## config.mk

```make
export PLATFORM = sky130hd
export DESIGN_NAME = div_unit
export DESIGN_NICKNAME = d
export VERILOG_FILES = /design/src/rtl/div_pkg.sv /design/src/rtl/div_step.sv /design/src/rtl/div_unit.sv
export SDC_FILE = /design/constraint.sdc
export NUM_CORES = 1
export LEC_CHECK = 0
export ABC_CLOCK_PERIOD_IN_PS = 6700
export CAP_MARGIN = 20
export CORE_ASPECT_RATIO = 0.5
export CORE_MARGIN = 2
export CORE_UTILIZATION = 25
export CTS_CLUSTER_SIZE = 10
export DETAILED_ROUTE_END_ITERATION = 6
export DONT_BUFFER_PORTS = 1
export GPL_TIMING_DRIVEN = 0
export PLACE_DENSITY = 0.49
export SYNTH_ARGS = -nofsm -noshare
export SYNTH_HDL_FRONTEND = slang
export SYNTH_SLANG_ARGS = --single-unit
```

## constraint.sdc

```tcl
create_clock -name clk -period 6.7 [get_ports clk]
set_input_delay 1.34 -clock clk [delete_from_list [all_inputs] [get_ports clk]]
set_output_delay 1.34 -clock clk [all_outputs]
set_load 0.02 [all_outputs]
```

## src/rtl/div_pkg.sv

```systemverilog
// Shared definitions for the multicycle divider: sequencer states and sizing constants.
package div_pkg;

    localparam int WIDTH = 32;
    localparam int ITER  = WIDTH;
    localparam int CNT_W = $clog2(ITER);

    typedef enum logic [1:0] {
        IDLE = 2'd0,
        CALC = 2'd1,
        FIX  = 2'd2
    } state_t;

endpackage

```

## src/rtl/div_step.sv

```systemverilog
// One restoring-division iteration: shift remainder:quotient left, trial-subtract the divisor,
// keep the difference and set the quotient bit when it does not go negative.
module div_step #(
    parameter int WIDTH = 32
) (
    input  logic [WIDTH-1:0] rem,
    input  logic [WIDTH-1:0] quo,
    input  logic [WIDTH:0]   dvsr,
    output logic [WIDTH-1:0] rem_nxt,
    output logic [WIDTH-1:0] quo_nxt
);

    logic [WIDTH:0] shifted;
    logic [WIDTH:0] diff;
    logic           ge;

    always_comb begin
        shifted = {rem, quo[WIDTH-1]};
        diff    = shifted - dvsr;
        ge      = (shifted >= dvsr);
        // The kept remainder is always below the divisor, so it fits back into WIDTH bits.
        rem_nxt = WIDTH'(ge ? diff : shifted);
        quo_nxt = {quo[WIDTH-2:0], ge};
    end

endmodule

```

## src/rtl/div_unit.sv

```systemverilog
// Multicycle signed 32-bit restoring divider: LO = quotient, HI = remainder.
// Optional macro DIV_UNSIGNED_EN adds the divu input selecting an unsigned divide.
module div_unit #(
    parameter int WIDTH = div_pkg::WIDTH,
    parameter int ITER  = div_pkg::ITER
) (
    input  logic             clk,
    input  logic             reset_n,
    input  logic             dloadab,
    input  logic             div,
`ifdef DIV_UNSIGNED_EN
    input  logic             divu,
`endif
    input  logic [WIDTH-1:0] a,
    input  logic [WIDTH-1:0] b,
    output logic [WIDTH-1:0] hi,
    output logic [WIDTH-1:0] lo,
    output logic             busy,
    output logic             done,
    output logic             divzero
);
    import div_pkg::*;

    localparam int CNT_W = $clog2(ITER);

    state_t             state_q;
    state_t             state_d;
    logic [CNT_W-1:0]   cnt_q;
    logic [WIDTH-1:0]   a_q;
    logic [WIDTH-1:0]   b_q;
    logic [WIDTH-1:0]   rem_q;
    logic [WIDTH-1:0]   quo_q;
    logic [WIDTH:0]     dvsr_q;
    logic [WIDTH-1:0]   rem_nxt;
    logic [WIDTH-1:0]   quo_nxt;
    logic               sign_q;
    logic               sign_r;
    logic               sgn_mode;
    logic               idle;
    logic               load;
    logic               start;
    logic               zero_req;

`ifdef DIV_UNSIGNED_EN
    assign sgn_mode = ~divu;
`else
    assign sgn_mode = 1'b1;
`endif

    // Absolute value widened by one bit so that |0x80000000| = 2^31 stays exact.
    function automatic logic [WIDTH:0] magnitude(input logic [WIDTH-1:0] v, input logic sgn);
        logic signed [WIDTH-1:0] sv;
        sv = signed'(v);
        if (sgn && sv < 0)
            return {1'b0, unsigned'(-sv)};
        return {1'b0, v};
    endfunction

    function automatic logic [WIDTH-1:0] apply_sign(input logic [WIDTH-1:0] v, input logic neg);
        logic signed [WIDTH-1:0] sv;
        sv = signed'(v);
        return neg ? unsigned'(-sv) : v;
    endfunction

    assign idle     = (state_q == IDLE);
    assign load     = idle & dloadab;
    assign start    = idle & div & ~dloadab & (b_q != '0);
    assign zero_req = idle & div & ~dloadab & (b_q == '0);
    assign busy     = ~idle;

    div_step #(
        .WIDTH (WIDTH)
    ) u_step (
        .rem     (rem_q),
        .quo     (quo_q),
        .dvsr    (dvsr_q),
        .rem_nxt (rem_nxt),
        .quo_nxt (quo_nxt)
    );

    always_ff @(posedge clk or negedge reset_n) begin
        if (!reset_n)
            state_q <= IDLE;
        else
            state_q <= state_d;
    end

    always_comb begin
        state_d = state_q;
        unique case (state_q)
            IDLE:    if (start) state_d = CALC;
            CALC:    if (cnt_q == CNT_W'(ITER - 1)) state_d = FIX;
            FIX:     state_d = IDLE;
            default: state_d = IDLE;
        endcase
    end

    // Operand capture, iteration datapath and result registers
    always_ff @(posedge clk or negedge reset_n) begin
        if (!reset_n) begin
            a_q     <= '0;
            b_q     <= '0;
            rem_q   <= '0;
            quo_q   <= '0;
            dvsr_q  <= '0;
            cnt_q   <= '0;
            sign_q  <= 1'b0;
            sign_r  <= 1'b0;
            hi      <= '0;
            lo      <= '0;
            done    <= 1'b0;
            divzero <= 1'b0;
        end else begin
            done <= 1'b0;
            unique case (state_q)
                IDLE: begin
                    if (load) begin
                        a_q     <= a;
                        b_q     <= b;
                        divzero <= 1'b0;
                    end else if (zero_req) begin
                        divzero <= 1'b1;
                    end else if (start) begin
                        rem_q   <= '0;
                        quo_q   <= WIDTH'(magnitude(a_q, sgn_mode));
                        dvsr_q  <= magnitude(b_q, sgn_mode);
                        sign_q  <= sgn_mode & (a_q[WIDTH-1] ^ b_q[WIDTH-1]);
                        sign_r  <= sgn_mode & a_q[WIDTH-1];
                        cnt_q   <= '0;
                        divzero <= 1'b0;
                    end
                end
                CALC: begin
                    rem_q <= rem_nxt;
                    quo_q <= quo_nxt;
                    cnt_q <= cnt_q + CNT_W'(1);
                end
                FIX: begin
                    lo   <= apply_sign(quo_q, sign_q);
                    hi   <= apply_sign(rem_q, sign_r);
                    done <= 1'b1;
                end
                default: ;
            endcase
        end
    end

endmodule

```

==> run summary, run 1 <==
post-DR wirelength/cell: 18.9 microns
DIE AREA: 0.0557 sq mm
Final ANT Viol Nets: 0
Clock Skews: 0.0144 ns
TritonCTS clock tree: built
Slew headroom: 0.357
Main synth FF type: dfrtp_1
Post-CTS Setup Bufs: 0
number of synthesized flops with an enable pin: 0
post-route setup slack: 2.38 ns
vias per cell: 4.81
slowest CP cell: a2111oi_0
CP arrival: 4.74 ns
Max Cap Viol: 0
P&R area growth vs syn: 12.3%
Core Region: 0.0525 sq mm
Root Buffer: clkbuf_16
GPL Wtd Cong: 0.866
startpoint class of the critical path: flip-flop
register area share after synthesis: 0.438
dpl ws: 2.41 ns
crit end category: flip-flop
worst skew pair latency: 0.56 ns
Clock transition at path regs: 0.06 ns
setup tns final: 0 ns
# rows: 59
CTS Buffer Depth: 3
# H-tree levels: 1
Most common cell on crit path: o21ai_0
initial antenna violation count: 3
first-pass GRT wire length: 64.7 mm
top-level I/O count: 135
VDD IR max: 231 uV
switch share: 0.455
Die Span X: 332 microns
yosys warns: 0
GRT Residual Overflow: 0
Mapped Cells: 1453
worst path cell trace: ha_1 > o21a_1 > o31a_1 > o21ai_0 > a2111oi_0 > o21ai_0 > a21oi_1 > clkbuf_1 > mux2i_1 > o21ai_0
status: finished, final reports clean
WS Path Type: reg -> reg
Seq pwr share: 0.322
largest net degree at the start of global routing: 236
commonest non-fill, non-tap cell in the layout: dfrtp_1
WP buf/inv: 1
Yosys top cell area share: 0.438
RSZ-0062 raised after global routing: no
Async SR Flop Fraction: 1.00
port buffer count: 0
period utilization: 0.644
DP HPWL: 32.1 mm
hold_ws: 0.480 ns
Worst R2R Setup Slack: 2.38 ns
Clock Power Share: 0.170
TritonCTS Buffers: 28
clock sinks: 235
DR DRC count: 0
Net Count, Synth: 1560
CTS Hold Bufs: 0
fin crit period: 4.32 ns
Final Max Slew Viols: 0
die height: 168 microns
vias in the first global route: 10.4k
Synth area leaders: dfrtp_1, o21ai_0, nand2_1
Initial Utilization: 0.256
FILL cells: 5576
delay-heaviest family, CP: compound AO/OA/AOI/OAI gates
synthesis-stage register bit count: 235
Final Util: 0.287
Worst EP required: 7.12 ns
drt total wl: 41.4 mm
top cell type by total area after synthesis: dfrtp_1
endpoints failing setup: 0
Comb pwr share: 0.509
worst hold path type: in -> async
Net Sw Power: 3.63 mW
cell-internal power: 4.34 mW
most frequent cells in the layout: dfrtp_1, nand2_1, o21ai_0
LEAKAGE: 6.18 nW
Resized cells post-CTS: 0
Slew @ Worst Pin: 0.940 ns
1st-iter DRT viols: 839
nets: 1590
Synth cell types: 59
share of cells above drive strength 1: 0.0806
critical-path maximum fanout: 10
GRT Total Usage: 0.148
cell area after synthesis: 0.0134 sq mm
CP peak stage delay: 0.88 ns
DRT Pass-1 Iters: 5
vias: 10.5k
Power Density: 528 mW/mm^2
post-synthesis area per instance: 9.24 sq um
Achievable Freq: 232 MHz
final hold violation count: 0
[state kept, by name, summed over array words and instances, names as in the netlist, 2 cells and up]
name,flops
cnt_q,5
lo,32
quo_q,32
state_q,2
hi,32
b_q,32
dvsr_q,32
a_q,32
rem_q,32
[path summary, 6_finish.rpt]
kind	start	endpoint	cells past startpoint
worst max-delay path	rem_q[2]	rem_q[14]	10
worst min-delay path	reset_n	b_q[6]	0
max in group asynchronous	reset_n	rem_q[7]	0
worst min register to register	dvsr_q[29]	dvsr_q[29]	2
min in group clk	dvsr_q[29]	dvsr_q[29]	2
worst max register to register	rem_q[2]	rem_q[14]	10
[through the flow]
step	std cells	power [mW]	cell area [sq um]
after floorplan	1453	5.40	13400
final	2193	7.97	15100
after global placement	2154	6.55	14300
after CTS	2190	7.96	15100
after detailed placement	2154	6.58	14300
after global routing	2190	8.64	15100
[logic make-up (layout without fill, tap and decap cells)]
logic type	after synthesis	in the layout	share of synthesized area
compound gates	405	405	0.182
other cells	0	3	0
simple gates	408	408	0.140
flops	235	235	0.438
buf+inv	138	174	0.0409
mux	86	86	0.0701
xor+xnor	142	142	0.0926
fa+ha+maj	39	39	0.0369
[cell type report]
class | count | area [sq um] | area share
diodes | 3 | 7.51 | 0.000498
plain buffers | 86 | 354 | 0.0235
clock buffers | 34 | 754 | 0.0500
well taps | 701 | 877 | 0.0581
inverters | 52 | 195 | 0.0129
multi-input cells | 1080 | 7000 | 0.464
clock inverters | 2 | 13.8 | 0.000912
flip-flops and latches | 235 | 5880 | 0.390
[metal layers]
layer  routed length (microns)  up-vias  GRT usage  share of wire
met5                         0        -          0              0
met4                      1170        0     0.0417          0.028
met3                      1970       58     0.0235          0.047
met2                     17300      205      0.221           0.42
met1                     21000     5077      0.219           0.51
li1                          -     5204          -              -
[worst reg2reg max path, delay by kind of cell, from the launching register on]
family                     cells  cell delay [ns]
DFF                            1             0.49
AOI/OAI and AO/OA              7             2.48
buffers and inverters          1             0.51
muxes                          1             0.29
adders and majority gates      1             0.42
[synthesized netlist by cell type (16+ instances only)]
| cell type | instances |
|---|---|
| nand3_1 | 16 |
| nand4_1 | 18 |
| o31ai_1 | 35 |
| inv_1 | 52 |
| dfrtp_1 | 235 |
| mux2_2 | 64 |
| o41ai_1 | 18 |
| nand2_1 | 217 |
| or4_1 | 23 |
| nor2_1 | 60 |
| xnor2_1 | 52 |
| xor2_1 | 90 |
| o21ai_0 | 197 |
| a21oi_1 | 58 |
| mux2i_1 | 22 |
| clkbuf_1 | 70 |
| ha_1 | 38 |
[power by group through the flow]
stage	combinational (mW)	clock, mW	sequential [mW]
after CTS	4.03	1.39	2.54
final	4.05	1.35	2.56
after detailed placement	4.01	0	2.57
after global routing	4.56	1.45	2.63
after global placement	4.00	0	2.55
after floorplan	3.10	0	2.30
Note: power is estimated with default switching activity, not from simulation.
==> run 2, diff against run 1 <==
--- a/config.mk
+++ b/config.mk
@@ -5,7 +5,7 @@
 export SDC_FILE = /design/constraint.sdc
 export NUM_CORES = 1
 export LEC_CHECK = 0
-export ABC_CLOCK_PERIOD_IN_PS = 6700
+export ABC_CLOCK_PERIOD_IN_PS = 3900
 export CAP_MARGIN = 20
 export CORE_ASPECT_RATIO = 0.5
 export CORE_MARGIN = 2
@@ -14,7 +14,7 @@
 export DETAILED_ROUTE_END_ITERATION = 6
 export DONT_BUFFER_PORTS = 1
 export GPL_TIMING_DRIVEN = 0
-export PLACE_DENSITY = 0.49
+export PLACE_DENSITY = 0.51
 export SYNTH_ARGS = -nofsm -noshare
 export SYNTH_HDL_FRONTEND = slang
 export SYNTH_SLANG_ARGS = --single-unit
==> constraint.sdc (replaced) <==
create_clock -name clk -period 3.9 [get_ports clk]
set_input_delay 0.78 -clock clk [delete_from_list [all_inputs] [get_ports clk]]
set_output_delay 0.78 -clock clk [all_outputs]
set_load 0.02 [all_outputs]
==> run 2 against run 1 <==
Power grew 73%; utilization grew 0.26 points; final cell count grew 0.14%; die area is the same; fmax grew 18%; sequential cell count is the same; wire length shrank 1.7%; first-iteration DRC count grew 6.9%; clock power grew 79%; largest cell class unchanged; highest routed layer unchanged.
==> run summary, run 2 (synthesis gave the netlist of run 1 again) <==
DR DRC count: 0
final hold violation count: 0
CP arrival: 4.09 ns
post-DR wirelength/cell: 18.5 microns
worst hold path type: in -> async
worst skew pair latency: 0.55 ns
Die Span X: 332 microns
endpoints failing setup: 0
die height: 168 microns
LEAKAGE: 6.23 nW
Achievable Freq: 273 MHz
startpoint class of the critical path: flip-flop
vias per cell: 4.80
CTS Buffer Depth: 3
R2R Path End: dvsr_q[28]
period utilization: 0.939
crit end category: flip-flop
final non-filler cell total: 2196
FILL cells: 5483
critical-path maximum fanout: 10
GPL Wtd Cong: 0.872
fin crit period: 3.66 ns
Final Instance Area: 0.0152 sq mm
Slew @ Worst Pin: 0.791 ns
Reg area: 0.00588 sq mm
setup tns final: 0 ns
VDD IR max: 356 uV
Worst EP required: 4.32 ns
Initial Utilization: 0.256
FF-to-FF Start: b_q[20]
dpl ws: -0.390 ns
placed inst area: 0.0143 sq mm
GRT Total Usage: 0.144
Final ANT Viol Nets: 0
Power Density: 908 mW/mm^2
top-level I/O count: 135
Worst R2R Setup Slack: 0.24 ns
DIE AREA: 0.0557 sq mm
post-route setup slack: 0.238 ns
Post-Place Cells: 2154
Post-CTS Setup Bufs: 0
# rows: 59
Core Region: 0.0525 sq mm
Clock transition at path regs: 0.06 ns
TritonCTS Buffers: 28
Power Total: 13.8 mW
P&R area growth vs syn: 13.3%
# H-tree levels: 1
clock sinks: 235
CP Launch Point: b_q[20]
initial antenna violation count: 4
share of cells above drive strength 1: 0.0872
area occupied by multi-input gates: 0.00704 sq mm
cells on worst reg2reg path: 9
drt total wl: 40.7 mm
GRT Residual Overflow: 0
Clock Skews: 0.0148 ns
most frequent cells in the layout: dfrtp_1, nand2_1, o21ai_0
vias: 10.5k
port buffer count: 0
DP HPWL: 31.4 mm
crit path capture: dvsr_q[28]
commonest non-fill, non-tap cell in the layout: dfrtp_1
first-pass GRT wire length: 63.4 mm
nets: 1592
Final Max Slew Viols: 0
1st-iter DRT viols: 897
RSZ-0062 raised after global routing: no
vias in the first global route: 10.2k
largest net degree at the start of global routing: 236
Root Buffer: clkbuf_16
Max Cap Viol: 0
TritonCTS clock tree: built
Slew headroom: 0.466
status: finished, final reports clean
DRT Pass-1 Iters: 5
hold_ws: 0.183 ns
Final Util: 0.290
WS Path Type: reg -> reg
run 2: cell count changes in the layout (fill, tap and decap cells not counted), sizes merged:
cell and change:
diode +1, clkbuf -1, bufinv +1, clkinv -1, buf +3
run 2: final cells by class:
class	count	area share
Multi-Input combinational cell	1080	0.462
Sequential cell	235	0.386
Tap cell	701	0.0576
Clock buffer	34	0.0509
Buffer	85	0.0230
Inverter	52	0.0128
Timing Repair Buffer	3	0.00395
Clock inverter	2	0.00230
Antenna cell	4	0.000658
run 2: how the worst min path moves through the flow:
stage                    start         end  slack, ns  cells past startpoint
CTS                    reset_n     b_q[22]      -0.09                      0
global placement    dvsr_q[11]  dvsr_q[11]       0.47                      2
detailed placement  dvsr_q[11]  dvsr_q[11]       0.47                      2
floorplan           dvsr_q[31]  dvsr_q[31]       0.45                      2
global route           reset_n   dvsr_q[5]       0.21                      1
finish                 reset_n      b_q[7]       0.18                      1
run 2: metal layers:
layer / part of all wire / vias to the layer above / global-route usage
li1: - / 5227 / -
met1: 0.49 / 5018 / 0.212
met2: 0.43 / 246 / 0.217
met3: 0.052 / 46 / 0.0229
met4: 0.025 / 0 / 0.0367
met5: 0 / - / 0
run 2: critical path: stages, from the launching register on:
cell and delay [ns]:
dfrtp_1 0.41, or4_1 0.57, or3_1 0.36, or3_1 0.35, or4_4 0.58, o41ai_4 0.53
nor2_2 0.22, clkbuf_1 0.31, nand2_1 0.13, o21ai_0 0.08
run 2: power by group:
| part | internal (mW) | total (mW) | switching [mW] |
|---|---|---|---|
| Sequential | 3.25 | 4.40 | 1.15 |
| Clock | 1.43 | 2.42 | 0.984 |
| Combinational | 2.90 | 7.01 | 4.11 |
run 2: repair_timing:
action	CTS	global route
resized for setup	2	6
endpoints found under the setup margin	31	51
cloned	0	0
hold endpoints to repair	235	104
